===== config.mk =====
export PLATFORM = sky130hd
export DESIGN_NAME = ws2812b_rx
export DESIGN_NICKNAME = d
export VERILOG_FILES = /design/src/rtl/ws2812b_rx.sv
export SDC_FILE = /design/constraint.sdc
export NUM_CORES = 1
export LEC_CHECK = 0
export ABC_AREA = 1
export ABC_CLOCK_PERIOD_IN_PS = 5600
export CAP_MARGIN = 20
export CELL_PAD_IN_SITES_DETAIL_PLACEMENT = 1
export CELL_PAD_IN_SITES_GLOBAL_PLACEMENT = 1
export CORE_MARGIN = 1
export CORE_UTILIZATION = 47
export CTS_CLUSTER_DIAMETER = 200
export DETAILED_ROUTE_END_ITERATION = 6
export PLACE_DENSITY = 0.82
export SLEW_MARGIN = 20
export SYNTH_ARGS = -nofsm -noshare
export SYNTH_HDL_FRONTEND = slang
export SYNTH_SLANG_ARGS = --single-unit

===== constraint.sdc =====
create_clock -name clk -period 5.6 [get_ports clk]
set_input_delay 0.84 -clock clk [delete_from_list [all_inputs] [get_ports clk]]
set_output_delay 0.84 -clock clk [all_outputs]
set_load 0.005 [all_outputs]

===== src/rtl/ws2812b_rx.sv =====
// ws2812b_rx -- single-wire WS2812B NRZ receiver and one-pixel pass-through model.
//
// Samples the LED data line, measures each high pulse and classifies it as a
// 0 or 1 bit. Bits are assembled MSB-first into 24-bit GRB words. A long low
// gap ends the frame and is reported as a latch event. The first word of every
// frame is absorbed; later words are forwarded on fwd, like a real pixel.
//
// Ports:
//   clk    in   1   clock (64 MHz project clock assumed by the defaults)
//   reset  in   1   asynchronous, active-high reset
//   din    in   1   asynchronous LED data line
//   data   out  24  last complete word {G,R,B}, first received bit in data[23]
//   valid  out  1   one-cycle pulse when data is updated
//   latch  out  1   one-cycle pulse when a gap ends a frame holding >= 1 word
//   err    out  1   one-cycle pulse on a malformed stream
//   busy   out  1   frame in progress (first accepted bit until the gap)
//   fwd    out  1   pass-through line: low during the first word, then s_din
//
// state | meaning
// ------+------------------------------------------------------------------
// SYNC  | after reset/stuck-high error; ignore everything until a full gap
// IDLE  | line quiet between frames; wait for a rising edge
// HIGH  | measuring a high pulse
// LOW   | between pulses inside a frame; watch for next pulse or the gap

module ws2812b_rx #(
  parameter int MIN_HIGH     = 8,
  parameter int BIT_THRESH   = 38,
  parameter int MAX_HIGH     = 100,
  parameter int RESET_CYCLES = 3200
) (
  input  logic        clk,
  input  logic        reset,
  input  logic        din,
  output logic [23:0] data,
  output logic        valid,
  output logic        latch,
  output logic        err,
  output logic        busy,
  output logic        fwd
);

  localparam logic [6:0]  MIN_L  = 7'(MIN_HIGH);
  localparam logic [6:0]  THR_L  = 7'(BIT_THRESH);
  localparam logic [6:0]  MAX_L  = 7'(MAX_HIGH);
  localparam logic [11:0] RC_L   = 12'(RESET_CYCLES);
  localparam logic [11:0] RC_M1  = 12'(RESET_CYCLES - 1);

  typedef enum logic [1:0] {
    SYNC = 2'd0,
    IDLE = 2'd1,
    HIGH = 2'd2,
    LOW  = 2'd3
  } state_t;

  state_t      state, state_n;

  logic        s_meta, s_din, s_prev;
  logic        rise, fall;
  logic [6:0]  hcnt;
  logic [11:0] lcnt;
  logic        gap_hit, over_high;

  logic [23:0] sh, sh_n;
  logic [4:0]  bcnt, bcnt_n;
  logic        got_word, got_n;
  logic        busy_n, latch_n, err_n;
  logic        word_done, done_n;

  // input synchronizer plus one history flop for edge detection
  always_ff @(posedge clk or posedge reset) begin
    if (reset) begin
      s_meta <= 1'b0;
      s_din  <= 1'b0;
      s_prev <= 1'b0;
    end else begin
      s_meta <= din;
      s_din  <= s_meta;
      s_prev <= s_din;
    end
  end

  assign rise = s_din & ~s_prev;
  assign fall = ~s_din & s_prev;

  // hcnt is loaded with 1 on the first high sample, so at the falling edge it
  // holds the number of high samples, i.e. the measured pulse width.
  always_ff @(posedge clk or posedge reset) begin
    if (reset) begin
      hcnt <= '0;
    end else if (rise) begin
      hcnt <= 7'd1;
    end else if (s_din && hcnt != 7'h7f) begin
      hcnt <= hcnt + 7'd1;
    end
  end

  always_ff @(posedge clk or posedge reset) begin
    if (reset) begin
      lcnt <= '0;
    end else if (rise) begin
      lcnt <= '0;
    end else if (!s_din && lcnt != RC_L) begin
      lcnt <= lcnt + 12'd1;
    end
  end

  // Both events fire on the edge where the counter would step to its limit,
  // so the registered outputs line up with that edge.
  assign gap_hit   = ~s_din & (lcnt >= RC_M1);
  assign over_high = s_din & (hcnt >= MAX_L);

  always_ff @(posedge clk or posedge reset) begin
    if (reset) begin
      state <= SYNC;
    end else begin
      state <= state_n;
    end
  end

  always_comb begin
    state_n = state;
    sh_n    = sh;
    bcnt_n  = bcnt;
    got_n   = got_word;
    busy_n  = busy;
    latch_n = 1'b0;
    err_n   = 1'b0;
    done_n  = 1'b0;

    case (state)
      SYNC: begin
        if (gap_hit) begin
          state_n = IDLE;
        end
      end

      IDLE: begin
        if (rise) begin
          state_n = HIGH;
        end
      end

      HIGH: begin
        if (fall) begin
          state_n = LOW;
          // widths below MIN_HIGH are glitches: no bit, no error
          if (hcnt >= MIN_L && hcnt <= MAX_L) begin
            sh_n   = {sh[22:0], (hcnt > THR_L)};
            busy_n = 1'b1;
            if (bcnt == 5'd23) begin
              bcnt_n = '0;
              got_n  = 1'b1;
              done_n = 1'b1;
            end else begin
              bcnt_n = bcnt + 5'd1;
            end
          end
        end else if (over_high) begin
          err_n   = 1'b1;
          sh_n    = '0;
          bcnt_n  = '0;
          busy_n  = 1'b0;
          got_n   = 1'b0;
          state_n = SYNC;
        end
      end

      LOW: begin
        if (rise) begin
          state_n = HIGH;
        end else if (gap_hit) begin
          if (bcnt == 5'd0) begin
            latch_n = got_word;
          end else begin
            err_n = 1'b1;
          end
          sh_n    = '0;
          bcnt_n  = '0;
          busy_n  = 1'b0;
          got_n   = 1'b0;
          state_n = IDLE;
        end
      end

      default: begin
        state_n = SYNC;
      end
    endcase
  end

  always_ff @(posedge clk or posedge reset) begin
    if (reset) begin
      sh        <= '0;
      bcnt      <= '0;
      got_word  <= 1'b0;
      busy      <= 1'b0;
      latch     <= 1'b0;
      err       <= 1'b0;
      word_done <= 1'b0;
    end else begin
      sh        <= sh_n;
      bcnt      <= bcnt_n;
      got_word  <= got_n;
      busy      <= busy_n;
      latch     <= latch_n;
      err       <= err_n;
      word_done <= done_n;
    end
  end

  // Output word stage. sh still holds the completed word here: the next bit
  // cannot be shifted in until at least one more full pulse has been seen.
  always_ff @(posedge clk or posedge reset) begin
    if (reset) begin
      data  <= '0;
      valid <= 1'b0;
    end else begin
      valid <= word_done;
      if (word_done) begin
        data <= sh;
      end
    end
  end

  assign fwd = s_din & got_word;

endmodule


### Word-level counts from Yosys, hierarchy flattened

Index checks and enable logic that the tools add are counted.

| operators by class | value |
|---|---|
| add/subtract/negate cells | 3 |
| $lt $le $gt $ge | 5 |
| equal/unequal tests | 12 |
| mux-type cells | 47 |
| bitwise operators | 7 |
| reduce and logical (&&, ||, !) cells | 12 |

Operator list:

| operator | number |
|---|---|
| $mux 24 | 5 |
| $pmux 24 s2 | 1 |
| $mux 5 | 6 |
| $mux 12 | 2 |
| $mux 1 | 21 |
| $mux 7 | 2 |
| $add 12x1->12 const B | 1 |
| $ge 12x12->1 const B | 1 |
| $ne 12x12->1 const B | 1 |
| $mux 2 | 5 |
| $pmux 5 s2 | 1 |
| $ne 3x3->1 const B | 3 |
| $pmux 2 s4 | 1 |
| $add 7x1->7 const B | 1 |
| $ge 7x4->1 const B | 1 |
| $ge 7x7->1 const B | 1 |
| $gt 7x6->1 const B | 1 |
| $le 7x7->1 const B | 1 |
| $ne 7x7->1 const B | 1 |
| $ne 2x2->1 const B | 3 |
| $pmux 1 s2 | 3 |
| $reduce_and 6->1 | 1 |
| $reduce_bool 2->1 | 3 |
| $add 5x1->5 const B | 1 |
| other kinds (11) | 19 |

| word-level totals | value |
|---|---|
| register bits after elaboration | 83 |
| input bits | 3 |
| output and inout port bits | 29 |
| logic and storage cells | 101 |

### Logic depth before layout (Yosys ltp)

| depth | value |
|---|---|
| depth after elaboration | 5 |
| gate-level depth with buffers | 11 |
| mapped depth without buffers | 10 |

### Worst setup path before layout

OpenSTA, ideal clock, no wires.

| timing path | value |
|---|---|
| kind | register to register |
| start | register lcnt[0] |
| end | register bcnt[0] |
| data arrival time | 1467 ps |
| required time | 5482 ps |
| path slack | 4015 ps |
| stages on the path, launching flop included | 12 |
| path buffers | 1 |
| period minus slack after synthesis | 1585 ps |
| path through | dfrtp_1 -> ha_1 -> nand2_1 -> nor2_2 -> nand2_1 -> nand2_1 -> nand2_1 -> nand2_2 -> nand2_2 -> buf_6 -> nand2_1 -> nand2_1 |

| on the way | value |
|---|---|
| word-level cells in the longest chain between the ends | 4 |

RTL lines:

| element | RTL line | text |
|---|---|---|
| start: declaration | 61 | `logic [11:0] lcnt;` |
| start signal: assignment | 104 | `lcnt <= lcnt + 12'd1;` |
| $ge 12x12->1 | 110 | `assign gap_hit = ~s_din & (lcnt >= RC_M1);` |
| $and 1x1->1 | 110 |  |
| $ne 2x2->1 (no line) | - |  |
| $reduce_and 5->1 (no line) | - |  |
| end signal: assignment | 203 | `bcnt <= bcnt_n;` |
| end: declaration | 65 | `logic [4:0] bcnt, bcnt_n;` |

No other way between the ends.
A chain may end at the register's enable or synchronous reset.

### Worst setup path after layout

| timing path | value |
|---|---|
| start | register s_din |
| end | register sh[0] |

| on the way | value |
|---|---|
| word-level cells in the longest chain between the ends | 4 |

RTL lines:

| element | RTL line | text |
|---|---|---|
| start: declaration | 58 | `logic s_meta, s_din, s_prev;` |
| start signal: assignment | 78 | `s_din <= s_meta;` |
| $not 1->1 | 84, 110 |  |
| $and 1x1->1 (on tied branches) | 84, 110 |  |
| $ne 3x3->1 (no line) (tied with other cells) | - |  |
| $reduce_and 5->1 (no line) / $pmux 24 s2 (equally long branches) | - |  |
| end signal: assignment | 202 | `sh <= sh_n;` |
| end: declaration | 64 | `logic [23:0] sh, sh_n;` |

Parallel ways exist; a longest one is shown, timed or not.

==> results.yml <==
critical_path:
  crit_family: "simple AND/OR/NAND/NOR gates"
  r2r-end: "sh[0]$_DFFE_PP0P_"
  cp.depth: 8
  rrSetupSlack_ns: 3.05
  cp_cell_sequence: "inv_2 -> nor2_1 -> o21ai_0 -> nand2_2 -> a21oi_4 -> nand2_2 -> nand2_1 -> nand2_1"
  rr_worst_depth: 8
  crit_path_top_delay_cell: "nor2_1"
  startpoint_type: "flop"
  cp_slowest_stage_delay_ns: 0.75
  cp-endpoint: "sh[0]$_DFFE_PP0P_"
  path_max_fanout: 30
  worst-path-buf-inv: 1
  critPathArrivalTime_ns: 2.84
  required_ns: 5.89
  r2r_start: "s_din$_DFF_PP0_"
  worst-setup-path-type: "flop to flop"
  cp-end-kind: "flop"
  critPathLaunch: "s_din$_DFF_PP0_"
clocking:
  ctsResizeCount: 0
  path_clk_slew_ns: 0.08
  hold_buffers: 0
  clk_latency_ns: 0.36
  clockBufferDepth: 2
  cts_tree: "done"
  cts_setup_buffers: 0
  clock-sinks: 83
  cts-root-buf: "clkbuf_8"
  htree_levels: 3
  cts-buffers-inserted: 9
logic_synthesis:
  synthTopCellsByArea: "dfrtp_1 54%, nand2_1 14%, mux2_2 7.0%"
  yosysUniqueCellTypes: 25
  synth_seq_cells: 83
  ys_seq_area_share_pct: 53.6
  synthesis.instances: 439
  synth.net_count: 448
  synth_top_area_cell: "dfrtp_1"
  yosys_warnings: 0
  avgSynthCellArea_sq_um: 8.82
  synth_top_area_share_pct: 53.6
  syn-cell-area_sq_um: 3870
routing:
  wl_met3_microns: 241
  ant_nets: 0
  met1_length_microns: 4380
  route.met2.wl_microns: 4460
  via_per_inst: 5.31
  first_iter_violations: 149
  wl_per_cell_microns: 16.1
  highest-signal-layer: "met4"
  wl_microns: 9240
  drc: 0
  vias: 3049
  drt_first_pass_iters: 5
run_status:
  status: "complete, no violations"
global_route:
  grt_antenna_before_repair: 0
  grt_pass1_wl_microns: 16000
  overflow: 0
  first_global_vias: 3260
  grt_max_degree: 68
  gr-usage-all-layers_pct: 24.0
die:
  die_w_microns: 92.8
  core-area_sq_um: 7850
  ioPinCount: 32
  die_h_microns: 92.8
  initial_core_util_pct: 49.3
  dieArea_sq_um: 8610
  num_rows: 32
sta:
  slew_headroom_pct: 32.8
  hold_slack_ns: 0.368
  fin_skew_ns: 0.0122
  period_share_pct: 45.5
  fin_tns_setup_ns: 0
  hold_viol: 0
  rsz0062_at_grt: "false"
  fin_crit_ns: 2.55
  drv_slew: 0
  finalSetupViolations: 0
  max_freq_ghz: 0.392
  worstMarginPinSlew_ns: 1.01
  worst_slack_ns: 3.05
pwr:
  cellPowerDensity_nw_per_um2: 258
  cellLeakagePower_nw: 2.23
  ir_drop_mv: 0.168
  finalPower_w: 0.00114
layout:
  areaGrowthSynthToFinish_pct: 14.4
  utilization_pct: 56.5
  nFillCells: 959
  nNetsFinal: 477
  drive_above_1_share_pct: 10.2
  diodes: 0
worst_hold_path:
  hp-class: "flop to flop"
placement:
  hpwl_microns: 6340
  place_congestion: 0.865
  pre_cts_ws_ns: 3.15
  portBuffers: 31
run:
  cap_violations: 0
## report_power, final
group / internal, W / switching, W / total [W]
Clock: 0.000204 / 0.000225 / 0.000429
Sequential: 0.000613 / 0.0000186 / 0.000632
Combinational: 0.0000225 / 0.0000580 / 0.0000805
Total: 0.000840 / 0.000301 / 0.00114
## cell families (layout without fill, tap and decap cells)
| family | after synthesis | in the layout | share of synthesized area [%] |
|---|---|---|---|
| muxes | 24 | 24 | 6.98 |
| DFF | 83 | 83 | 53.6 |
| adders and majority gates | 6 | 6 | 1.94 |
| buffers and inverters | 52 | 85 | 5.88 |
| xor gates and xnor gates | 7 | 7 | 1.58 |
| AOI/OAI and AO/OA | 23 | 23 | 3.43 |
| and+or+nand+nor | 244 | 244 | 26.6 |
## final cells by class
type                    instances  area (sq um)  share of cell area [%]
repair buffers                 32           318                    7.17
multi-input cells             304          1570                    35.5
well taps                     102           128                    2.88
inverters                      38           144                    3.25
clock inverters                 6          67.6                    1.52
flip-flops and latches         83          2080                    46.9
clock buffers                   9           124                    2.80
## placed cells by master (no fill, tap or decap), drive strengths merged
cell and n:
bufinv 1, nand4 9, ha 6, o21bai 1
o21ai 14, clkdlybuf4s50 31, a31oi 1, nor3 12
nand3 46, dfrtp 83, nand2 145, clkinv 5
mux2 24, inv 36, clkinvlp 2, clkbuf 9
nor4b 1, nor2 31, xor2 7, buf 1
o22ai 2, a21oi 5
## sequential cells by signal, indices dropped and copies added (netlist names)
name,cells
data,24
sh,24
lcnt,12
hcnt,7
bcnt,5
state,2
busy,1
err,1
got_word,1
latch,1
s_din,1
s_meta,1
s_prev,1
valid,1
word_done,1
## synth_stat cells
| cell type | number |
|---|---|
| ha_1 | 6 |
| nand4_1 | 9 |
| buf_2 | 5 |
| clkbuf_1 | 5 |
| buf_4 | 1 |
| inv_2 | 1 |
| inv_1 | 36 |
| o21bai_1 | 1 |
| mux2_2 | 24 |
| a21oi_4 | 1 |
| a21oi_1 | 4 |
| nand3_1 | 46 |
| xor2_1 | 7 |
| dfrtp_1 | 83 |
| clkinv_1 | 1 |
| nor2_1 | 29 |
| nor3_1 | 12 |
| o21ai_0 | 14 |
| buf_6 | 3 |
| o22ai_1 | 2 |
| nor2_2 | 2 |
| nand2_2 | 3 |
| nand2_1 | 142 |
| a31oi_1 | 1 |
| nor4b_1 | 1 |
## metal layers
layer,track usage (%),vias up
li1,-,1465
met1,32.0,1525
met5,0,-
met4,7.82,0
met3,4.76,13
met2,39.3,46
## worst register-to-register path, stage by stage (launching register included)
cell and delay [ns]:
dfrtp_1 0.52, inv_2 0.10, nor2_1 0.75, o21ai_0 0.21, nand2_2 0.15, a21oi_4 0.05, nand2_2 0.45, nand2_1 0.15
nand2_1 0.10
## how the worst min path moves through the flow
stage | start | end | slack (ns) | cells past startpoint
floorplan | s_meta$_DFF_PP0_ | s_din$_DFF_PP0_ | 0.33 | 0
global placement | s_meta$_DFF_PP0_ | s_din$_DFF_PP0_ | 0.36 | 0
detailed placement | s_meta$_DFF_PP0_ | s_din$_DFF_PP0_ | 0.35 | 0
CTS | s_meta$_DFF_PP0_ | s_din$_DFF_PP0_ | 0.37 | 0
global route | s_meta$_DFF_PP0_ | s_din$_DFF_PP0_ | 0.38 | 0
finish | s_meta$_DFF_PP0_ | s_din$_DFF_PP0_ | 0.37 | 0
## through the flow
step | area [sq um] | cells
finish | 4430 | 574
global route | 4430 | 574
CTS | 4430 | 574
detailed placement | 4240 | 559
global placement | 4230 | 559
floorplan | 3870 | 439
Power figures use the tool's default switching activity.
